$ cat config.mk
export PLATFORM = sky130hd
export DESIGN_NAME = oldest_issue_selector
export DESIGN_NICKNAME = d
export VERILOG_FILES = /design/src/rtl/oldest_issue_selector_pkg.sv /design/src/rtl/oldest_issue_selector_age_compare_node.sv /design/src/rtl/oldest_issue_selector.sv
export SDC_FILE = /design/constraint.sdc
export NUM_CORES = 1
export LEC_CHECK = 0
export CORE_MARGIN = 2
export CORE_UTILIZATION = 55
export DETAILED_ROUTE_END_ITERATION = 8
export HOLD_SLACK_MARGIN = 0.06
export PLACE_DENSITY = 0.79
export RECOVER_POWER = 50
export SYNTH_ARGS = -nofsm -noshare
export SYNTH_HDL_FRONTEND = slang
export SYNTH_SLANG_ARGS = --single-unit
$ cat constraint.sdc
create_clock -name clk_i -period 25.9 [get_ports clk_i]
set_input_delay 2.59 -clock clk_i [delete_from_list [all_inputs] [get_ports clk_i]]
set_output_delay 2.59 -clock clk_i [all_outputs]
set_load 0.03 [all_outputs]
$ cat src/rtl/oldest_issue_selector_pkg.sv
// Shared core parameters for the issue-select logic.
// The age-tag width follows the ROB tag width so selector and ROB always agree.
package oldest_issue_selector_pkg;

    localparam int ROB_TAG_W  = 8;
    localparam int DEF_ENTNUM = 8;
    localparam int DEF_VALLEN = ROB_TAG_W;

endpackage

$ cat src/rtl/oldest_issue_selector_age_compare_node.sv
// One node of the oldest-first selection tree.
// The a side always carries the lower entry indices, so equal ages resolve to a.
module age_compare_node #(
    parameter int ENTLEN = 3,
    parameter int VALLEN = 8
) (
    input  logic              a_req,
    input  logic [ENTLEN-1:0] a_entry,
    input  logic [VALLEN-1:0] a_rel,
    input  logic              b_req,
    input  logic [ENTLEN-1:0] b_entry,
    input  logic [VALLEN-1:0] b_rel,
    output logic              out_req,
    output logic [ENTLEN-1:0] out_entry,
    output logic [VALLEN-1:0] out_rel
);

    logic take_b;

    // b wins only when it is strictly older, or a is not requesting at all
    assign take_b    = b_req && (!a_req || (b_rel < a_rel));
    assign out_req   = a_req || b_req;
    assign out_entry = take_b ? b_entry : a_entry;
    assign out_rel   = take_b ? b_rel : a_rel;

endmodule

$ cat src/rtl/oldest_issue_selector.sv
// Picks the oldest requesting entry (age relative to the ROB head) and holds it
// in a valid/ready output register until the consumer takes it.
module oldest_issue_selector
    import oldest_issue_selector_pkg::*;
#(
    parameter int ENTNUM = DEF_ENTNUM,
    parameter int ENTLEN = $clog2(ENTNUM),
    parameter int VALLEN = DEF_VALLEN
) (
    input  logic                     clk_i,
    input  logic                     rst_i,
    input  logic                     flush_i,
    input  logic [ENTNUM-1:0]        req_vector_i,
    input  logic [ENTNUM*VALLEN-1:0] value_vector_i,
    input  logic [VALLEN-1:0]        head_tag_i,
    input  logic                     grant_ready_i,
    output logic                     grant_valid_o,
    output logic [ENTLEN-1:0]        grant_entry_o,
    output logic [VALLEN-1:0]        grant_value_o
);

    localparam int LEVELS = $clog2(ENTNUM);

    logic [ENTNUM-1:0] held_mask;
    logic [ENTNUM-1:0] cand_req;
    logic              sel_req;
    logic [ENTLEN-1:0] sel_entry;
    logic [VALLEN-1:0] sel_rel;
    logic              load;

    // The held entry is masked whenever the register is full; that only matters
    // on the accept cycle, so the same entry is never granted back-to-back.
    assign held_mask = grant_valid_o ? (ENTNUM'(1) << grant_entry_o) : '0;
    assign cand_req  = req_vector_i & ~held_mask;

    genvar l, n;
    generate
        for (l = 0; l <= LEVELS; l++) begin : lvl
            localparam int W = ENTNUM >> l;
            logic              req [W];
            logic [ENTLEN-1:0] ent [W];
            logic [VALLEN-1:0] rel [W];

            if (l == 0) begin : leaf
                // Modular subtraction keeps ordering correct across tag wrap.
                for (n = 0; n < W; n++) begin : in
                    assign req[n] = cand_req[n];
                    assign ent[n] = ENTLEN'(n);
                    assign rel[n] = value_vector_i[n*VALLEN +: VALLEN] - head_tag_i;
                end
            end else begin : node
                for (n = 0; n < W; n++) begin : cmp
                    age_compare_node #(
                        .ENTLEN(ENTLEN),
                        .VALLEN(VALLEN)
                    ) u_node (
                        .a_req    (lvl[l-1].req[2*n]),
                        .a_entry  (lvl[l-1].ent[2*n]),
                        .a_rel    (lvl[l-1].rel[2*n]),
                        .b_req    (lvl[l-1].req[2*n+1]),
                        .b_entry  (lvl[l-1].ent[2*n+1]),
                        .b_rel    (lvl[l-1].rel[2*n+1]),
                        .out_req  (req[n]),
                        .out_entry(ent[n]),
                        .out_rel  (rel[n])
                    );
                end
            end
        end
    endgenerate

    assign sel_req   = lvl[LEVELS].req[0];
    assign sel_entry = lvl[LEVELS].ent[0];
    assign sel_rel   = lvl[LEVELS].rel[0];
    assign load      = !grant_valid_o || grant_ready_i;

    // Priority: reset, flush, load, squash of a pending grant, hold.
    always_ff @(posedge clk_i) begin
        if (rst_i) begin
            grant_valid_o <= 1'b0;
            grant_entry_o <= '0;
            grant_value_o <= '0;
        end else if (flush_i) begin
            grant_valid_o <= 1'b0;
        end else if (load) begin
            grant_valid_o <= sel_req;
            if (sel_req) begin
                grant_entry_o <= sel_entry;
                grant_value_o <= sel_rel + head_tag_i;
            end
        end else if (!req_vector_i[grant_entry_o]) begin
            grant_valid_o <= 1'b0;
        end
    end

endmodule

Word level (Yosys, flattened, before mapping). Cells that the tools add are included.

Word-level logic and storage cells: 76. Input bits: 84. Flip-flop bits (word level): 12. Output and inout bits: 12.

Mux-type cells: 19. Reduce and logical (&&, ||, !) cells: 32. Order comparisons: 8. Equality and inequality tests: 1. Shift operators: 1. Add/sub/neg operators: 9. Bitwise operators: 3.

Operator list (count): 2-to-1 mux 8 bit (8); subtractor 8 bit (8); less-than comparator 8 bit (7); logical OR 1 bit (15); adder 8 bit (1); AND 8 bit (1); zero test 1 bit (8); NOT 8 bit (1); << shifter 1 x 3 -> 8 bit, first input constant (1); logical AND 1 bit (7); 2-to-1 mux 1 bit (7); less-than comparator 3 x 4 -> 1 bit, second input constant (1); 2-to-1 mux 2 bit (2); binary-select mux 1 bit (select 3 bit) (1); 2-to-1 mux 3 bit (1); AND reduction 3 bit (1); inequality test 2 bit, second input constant (1); OR reduction 2 bit (1); NOT 1 bit (1).

Depth between registers and ports, before layout. Gate-level depths: netlist of run 1.

Depth in word-level cells: 17. Gate-level depth with buffers: 51. Mapped depth without buffers: 49.

Modules after synthesis. From an unflattened synthesis of run 1, not the netlist that was laid out.

Cell total of the unflattened synthesis: 667. Area total of the unflattened synthesis: 5821.8 um^2.

Modules (own cells, without submodules): oldest_issue_selector (cells an instance 394, area each 3159.3 um^2, sequential area each 240.2 um^2, times used 1); age_compare_node (cells an instance 39, area each 380.4 um^2, sequential area each 0.0 um^2, times used 7).

Worst setup path after synthesis of run 1. OpenSTA, ideal clock, no wires.

Kind: input to register. Start: in head_tag_i[1]. End: reg grant_value_o[7]. Buffers on the path: 2. Arrival: 10.535 ns. Library setup time: 0.096 ns. Required time: 25.804 ns. Cell stages on the path: 43. Slack: 15.269 ns. Cell sequence: inv_1 > ha_1 > nor2b_1 > o2111a_1 > o21ai_1 > nand2b_1 > a21oi_1 > xnor2_1 > inv_1 > ha_1 > a21oi_1 > nand2_1 > a211oi_2 > or2_4 > buf_6 > mux2i_1 > ha_1 > a21oi_1 > (+7 left out) > and4_1 > a21oi_1 > nand2_1 > a21oi_1 > o21ai_1 > nor2_2 > buf_6 > a41oi_1 > ha_1 > a21o_1 > a21oi_1 > o21bai_1 > a21oi_1 > o21bai_1 > a21oi_1 > xor2_1 > a21oi_1 > o41ai_2.

Longest elaborated chain between the ends: 14. Elaborated cells between the ends (all ways): 37. Classes of those cells: 9 x add/sub; 7 x order compare; 7 x mux; 14 x reduce/logical.

RTL lines: from (decl) (RTL line oldest_issue_selector.sv:15) `input logic [VALLEN-1:0] head_tag_i,`; subtractor 8 bit (RTL line oldest_issue_selector.sv:49) `assign rel[n] = value_vector_i[n*VALLEN +: VALLEN] - head_tag_i;`; less-than comparator 8 bit (RTL line oldest_issue_selector_age_compare_node.sv:21) `assign take_b = b_req && (!a_req || (b_rel < a_rel));`; logical OR 1 bit (RTL line oldest_issue_selector_age_compare_node.sv:21); logical AND 1 bit (RTL line oldest_issue_selector_age_compare_node.sv:21); 2-to-1 mux 8 bit (RTL line oldest_issue_selector_age_compare_node.sv:24) `assign out_rel = take_b ? b_rel : a_rel;`; less-than comparator 8 bit (RTL line oldest_issue_selector_age_compare_node.sv:21); logical OR 1 bit (RTL line oldest_issue_selector_age_compare_node.sv:21); logical AND 1 bit (RTL line oldest_issue_selector_age_compare_node.sv:21); 2-to-1 mux 8 bit (RTL line oldest_issue_selector_age_compare_node.sv:24); less-than comparator 8 bit (RTL line oldest_issue_selector_age_compare_node.sv:21); logical OR 1 bit (RTL line oldest_issue_selector_age_compare_node.sv:21); logical AND 1 bit (RTL line oldest_issue_selector_age_compare_node.sv:21); 2-to-1 mux 8 bit (RTL line oldest_issue_selector_age_compare_node.sv:24); adder 8 bit * (RTL line oldest_issue_selector.sv:89) `grant_value_o <= sel_rel + head_tag_i;`; to (signal assigned) (RTL line oldest_issue_selector.sv:89); to (decl) (RTL line oldest_issue_selector.sv:19) `output logic [VALLEN-1:0] grant_value_o`.

Mark *: on every way between the ends. The rest lies on a longest branch, timed or not. A chain may end at the register's enable or synchronous reset.

Final worst setup path of run 1. Ends and elaborated chain as after synthesis.

==> results of run 1 <==
==> cell usage after synthesis, drive strengths merged, types with 3 or more instances <==
master   instances
ha             108
a21oi           67
inv             63
nor2            63
o21ai           49
xnor2           40
nand2           37
a21o            24
mux2i           17
nor2b           17
nand2b          14
dfxtp           12
xor2            12
o21a            11
a211oi          10
o21bai          10
fa               9
nor3             9
a31oi            7
buf              7
nand3            7
o211ai           6
or3              6
a21boi           5
o2111ai          5
o31a             5
a211o            4
and2             4
and3             4
mux2             4
o22ai            4
a2111oi          3
and3b            3
clkbuf           3
nand4            3
o311ai           3
or2              3
==> metal layers <==
layer / GRT usage, % / up-vias
met5: 0 / -
met4: 8.72 / 0
met3: 4.17 / 42
met2: 54.4 / 199
met1: 35.5 / 2452
li1: - / 2679
==> where the power goes <==
part           internal (uW)  switching, uW
registers               24.9           8.31
clock network           13.4           7.55
logic                    209            274
total                    248            290
==> area by class of cell <==
cell class,instances,area [um2],share of cell area [%]
timing repair buffer,96,958,15.0
clock buffer,4,55.1,0.863
tap,129,161,2.53
inverter,63,236,3.71
sequential,12,240,3.76
multi-input combinational,600,4730,74.1
==> state kept, by name (all words and copies together), names as in the netlist <==
register       flops
grant_value_o      8
grant_entry_o      3
grant_valid_o      1
==> worst max path at each step <==
stage | startpoint | slack [ns] | end | cells after the start
2_1_floorplan | head_tag_i[1] | 15.27 | grant_value_o[7] | 43
3_3_place_gp | head_tag_i[1] | 12.90 | grant_value_o[7] | 42
3_5_place_dp | head_tag_i[1] | 12.65 | grant_value_o[7] | 42
4_1_cts | head_tag_i[1] | 12.84 | grant_value_o[7] | 42
5_1_grt | head_tag_i[1] | 11.70 | grant_value_o[7] | 42
6_report | head_tag_i[1] | 12.78 | grant_value_o[7] | 42
==> cells in the final DEF, fill, tap and decap left out, types with 5 or more instances in the layout <==
| master | instances |
|---|---|
| a31oi_1 | 6 |
| o21a_1 | 11 |
| o31a_1 | 5 |
| a21o_1 | 23 |
| o211ai_1 | 5 |
| nor2_1 | 62 |
| o21ai_0 | 37 |
| a211oi_1 | 7 |
| dlygate4sd3_1 | 12 |
| nand2_1 | 36 |
| ha_1 | 108 |
| a21oi_1 | 66 |
| inv_1 | 62 |
| or3_1 | 5 |
| o21ai_1 | 12 |
| xor2_1 | 12 |
| fa_1 | 9 |
| nor3_1 | 9 |
| dfxtp_1 | 12 |
| nand3_1 | 7 |
| clkdlybuf4s50_1 | 83 |
| xnor2_1 | 40 |
| nor2b_1 | 16 |
| nand2b_1 | 14 |
| o21bai_1 | 10 |
| mux2i_1 | 17 |
==> cell families (layout without fill, tap and decap cells) <==
family / Yosys count / count (layout) / synth area share (%)
AOI/OAI and AO/OA: 232 / 232 / 30.5
xor gates and xnor gates: 52 / 52 / 8.63
adders and majority gates: 117 / 117 / 29.0
buffers and inverters: 74 / 163 / 5.85
DFF: 12 / 12 / 4.55
muxes: 23 / 23 / 4.93
and+or+nand+nor: 176 / 176 / 16.6
==> critical path: cells and delay by family <==
kind / cells / cell delay, ns
AOI/OAI and AO/OA: 21 / 4.66
adders and majority gates: 5 / 1.59
muxes: 2 / 0.77
buffers and inverters: 4 / 1.69
xor gates and xnor gates: 2 / 0.42
and+or+nand+nor: 8 / 1.57
==> stage by stage <==
| stage | total power [uW] | hold WS [ns] | setup slack [ns] |
|---|---|---|---|
| 2_1_floorplan | 410 | 0.626 | 15.27 |
| 3_3_place_gp | 498 | 0.466 | 12.90 |
| 3_5_place_dp | 513 | 0.474 | 12.65 |
| 4_1_cts | 536 | 0.488 | 12.84 |
| 5_1_grt | 598 | 0.522 | 11.70 |
| 6_report | 538 | 0.475 | 12.78 |
==> results.cfg, run 1 <==
[run_status]
status = finished clean

[clocking]
postCtsSetupBuffers = 0
cts.htree.levels = 1
numCtsBuffers = 3
cts_tree = yes
cts.sinks = 12
path_clk_slew_ns = 0.06
insertion_delay_ns = 0.25
cts-root-buf = clkbuf_8
cts_resized = 0
clk_path_buf_depth = 2
holdBufCountCts = 0

[routing]
drt-vias-per-instance = 5.94
wl_per_cell_um = 17.0
route.top_layer_used = met4
drt_pre_antenna_iters = 5
drt_iter0_drc = 254
ant_nets = 0
routed_wl_um = 15300
dr_wl_met3_um = 980
drc = 0
met1_length_um = 6510
met2WireLength_um = 7320
dr_total_vias = 5372

[yosys]
synth.top_cell.area_share_pct = 25.6
syn_area_per_cell_um2 = 7.70
synth-main-ff-cell = dfxtp_1
seq_area_frac_synth_pct = 4.55
async_flop_share_pct = 0
netlist_area_mm2 = 0.00528
synthTopCellsByArea = ha_1 26%, xnor2_1 6.6%, a21oi_1 6.3%, dfxtp_1 4.5%, inv_1 4.4%
synth-seq-cells = 12
syn_inst = 686
yosysTopAreaCell = ha_1
synth_nets = 887
synth_cell_type_count = 83
synth_warnings = 0
synth-edff-count = 0

[sta]
hold_violations = 0
slew_violations = 0
clock_skew_ns = 0.0116
fin_crit_ns = 13.12
setup_violations = 0
clock.fmax_mhz = 76.2
fin_tns_setup_ns = 0
finalCritPeriodShare_pct = 50.7
rsz0062_at_grt = no
worst_pin_slew_ns = 0.996
maxSlewHeadroom_pct = 33.6

[setup_path]
crit_path_start_kind = input port
reg2reg_to = grant_value_o[7]
r2r_cells = 33
cpMostUsedCell = a21oi_1
critPathCaptureType = flop
cp_max_fo = 14
cpMaxStageDelayCell = clkdlybuf4s50_1
worstPathRequired_ns = 26.05
arrival_ns = 13.28
crit_type = input port to flop
cpPeakStageDelay_ns = 0.91
r2r_start = grant_entry_o[1]
rrSetupSlack_ns = 17.64

[worst_hold_path]
hold_path_depth = 2
hp-start = grant_value_o[3]
hold_end = grant_value_o[3]
hp-class = flop to flop

[floorplan]
coreArea_mm2 = 0.00928
num_io_pins = 96
dieArea_mm2 = 0.0104
start_util_pct = 56.9
rows = 35
die-width_um = 102
die_height_um = 102

[global_route]
grt_pass1_vias = 5296
grt_usage_pct = 29.5
antenna_found_initial = 0
grt-ovfl-total = 0
grt_pass1_wl_um = 24400
grt_max_degree = 21

[finish]
fillCellCount = 839
drive_gt1_share_pct = 4.65
stdcell_count = 904
antenna_cells = 0
fin_util_pct = 68.7
fin_nets = 977
area_delta_synth_final_pct = 20.9
design_area_mm2 = 0.00638

[placement]
dpl_cell_area_mm2 = 0.00633
placedCellCount = 900
portBuffers = 95
hpwl_um = 12800
place_congestion = 0.999

[power]
p_leak_uw = 0.00294
peakVddDrop_mv = 0.0542
power_density_mw_per_mm2 = 84.2

[flow_run]
maxCapViolations = 0
No activity file was read; power rests on OpenSTA's default activity.
==> inputs of run 2 (changes only) <==
Settings changed: CORE_UTILIZATION 55 to 50, PLACE_DENSITY 0.79 to 0.76.
Clock period 25.9 ns to 12 ns, I/O delays scaled along.
==> run 2 against run 1 <==
  * Cell count is 1.0% higher
  * Routed wire length is 3.6% higher
  * Flip-flop and latch count stayed put
  * First-iteration DRC count is 28% lower
  * Non-clock buffer count is 2 higher
  * Clock power is 120% higher
  * Core utilization is 6.4 points lower
==> results.cfg, run 2 (synthesis gave the netlist of run 1 again) <==
[run_status]
status = finished clean

[routing]
wl_per_cell_um = 17.4
ant_nets = 0
drc = 0
drt_pre_antenna_iters = 4
dr_total_vias = 5358
routed_wl_um = 15900
drt-vias-per-instance = 5.87
drt_iter0_drc = 182

[global_route]
grt-ovfl-total = 0
grt_pass1_vias = 5372
grt_usage_pct = 27.8
grt_max_degree = 21
antenna_found_initial = 0
grt_pass1_wl_um = 25300

[clocking]
cts.sinks = 12
path_clk_slew_ns = 0.07
insertion_delay_ns = 0.25
clk_path_buf_depth = 2
numCtsBuffers = 3
holdBufCountCts = 0
cts-root-buf = clkbuf_8
cts_tree = yes
postCtsSetupBuffers = 0
cts.htree.levels = 1
cts_resized = 0

[finish]
fin_util_pct = 62.3
drive_gt1_share_pct = 4.89
final_common_cell = ha_1
final_cell_mix = 108 x ha_1, 83 x clkdlybuf4s50_1, 66 x a21oi_1
regMostFlops = grant_value_o
area_delta_synth_final_pct = 21.3
antenna_cells = 0
largest_register_ff_count = 8
design_area_mm2 = 0.00641
reg_top3 = grant_value_o x8, grant_entry_o x3, grant_valid_o x1
fin_nets = 979
fillCellCount = 904

[setup_path]
r2r_cells = 32
cp_max_fo = 14
cpMaxStageDelayCell = a2111oi_0
arrival_ns = 11.08
worstPathRequired_ns = 12.16
critPathCaptureType = flop
crit_type = input port to flop
rrSetupSlack_ns = 4.08
critical_path.endpoint = grant_value_o[7]
startpoint = head_tag_i[1]
cpPeakStageDelay_ns = 0.64
crit_path_start_kind = input port
r2r_start = grant_entry_o[1]
reg2reg_to = grant_value_o[7]
cpMostUsedCell = a21oi_1

[floorplan]
die-width_um = 107
rows = 37
start_util_pct = 51.4
num_io_pins = 96
die_height_um = 107
dieArea_mm2 = 0.0114
coreArea_mm2 = 0.0103

[power]
p_leak_uw = 0.00294
peakVddDrop_mv = 0.137
power_density_mw_per_mm2 = 184

[sta]
fin_crit_ns = 10.92
clock_skew_ns = 0.0149
clock.fmax_mhz = 91.6
worst_pin_slew_ns = 0.882
rsz0062_at_grt = no
slew_violations = 0
maxSlewHeadroom_pct = 41.0
fin_tns_setup_ns = 0
hold_violations = 0
finalCritPeriodShare_pct = 91.0
setup_violations = 0

[placement]
hpwl_um = 13200
place_congestion = 0.958
portBuffers = 95
dpl_cell_area_mm2 = 0.00635

[flow_run]
maxCapViolations = 0

[worst_hold_path]
hp-class = flop to flop
hold_path_depth = 2
run 2: stage by stage:
| stage | instances | hold WS (ns) | power, uW | worst slack, ns |
|---|---|---|---|---|
| after global placement | 909 | 0.465 | 1110 | 1.20 |
| final | 913 | 0.481 | 1180 | 1.08 |
| after floorplan | 686 | 0.626 | 884 | 2.76 |
| after detailed placement | 909 | 0.481 | 1130 | 0.913 |
| after CTS | 913 | 0.496 | 1180 | 1.16 |
| after global routing | 913 | 0.506 | 1310 | 0.204 |
run 2: worst max-delay path: cells and delay by family:
| family | cells | cell delay, ns |
|---|---|---|
| AO/OA/AOI/OAI | 21 | 4.68 |
| adder cells (fa/ha/maj) | 5 | 1.47 |
| AND/OR/NAND/NOR | 7 | 1.43 |
| buffers and inverters | 5 | 1.30 |
| multiplexers | 2 | 0.62 |
| XOR/XNOR | 2 | 0.37 |
run 2: final cells by class:
type / count / area (um2) / share of cell area [%]
tap: 136 / 170 / 2.66
sequential: 12 / 240 / 3.75
multi-input combinational: 600 / 4730 / 73.8
inverter: 63 / 236 / 3.69
timing repair buffer: 98 / 973 / 15.2
clock buffer: 4 / 55.1 / 0.859
run 2: worst min path at each step:
stage / startpoint / to / slack, ns
after floorplan: grant_value_o[7] / grant_value_o[7] / 0.63
after detailed placement: grant_value_o[6] / grant_value_o[6] / 0.48
after CTS: grant_value_o[2] / grant_value_o[2] / 0.50
final: grant_value_o[2] / grant_value_o[2] / 0.48
after global placement: grant_value_o[3] / grant_value_o[3] / 0.47
after global routing: grant_value_o[6] / grant_value_o[6] / 0.51
run 2: per-layer routing:
metal / part of all wire [%] / global-route usage [%] / vias up
li1: - / - / 2694
met1: 43 / 32.5 / 2473
met3: 4.0 / 2.74 / 44
met2: 48 / 51.1 / 147
met4: 5.0 / 12.1 / 0
met5: 0 / 0 / -
run 2: power breakdown:
part	internal, uW	switching (uW)	leakage, uW	total (uW)
Combinational	457	605	0.00282	1060
Sequential	53.7	18.0	0.0000990	71.7
Clock	29.1	18.1	0.0000288	47.2
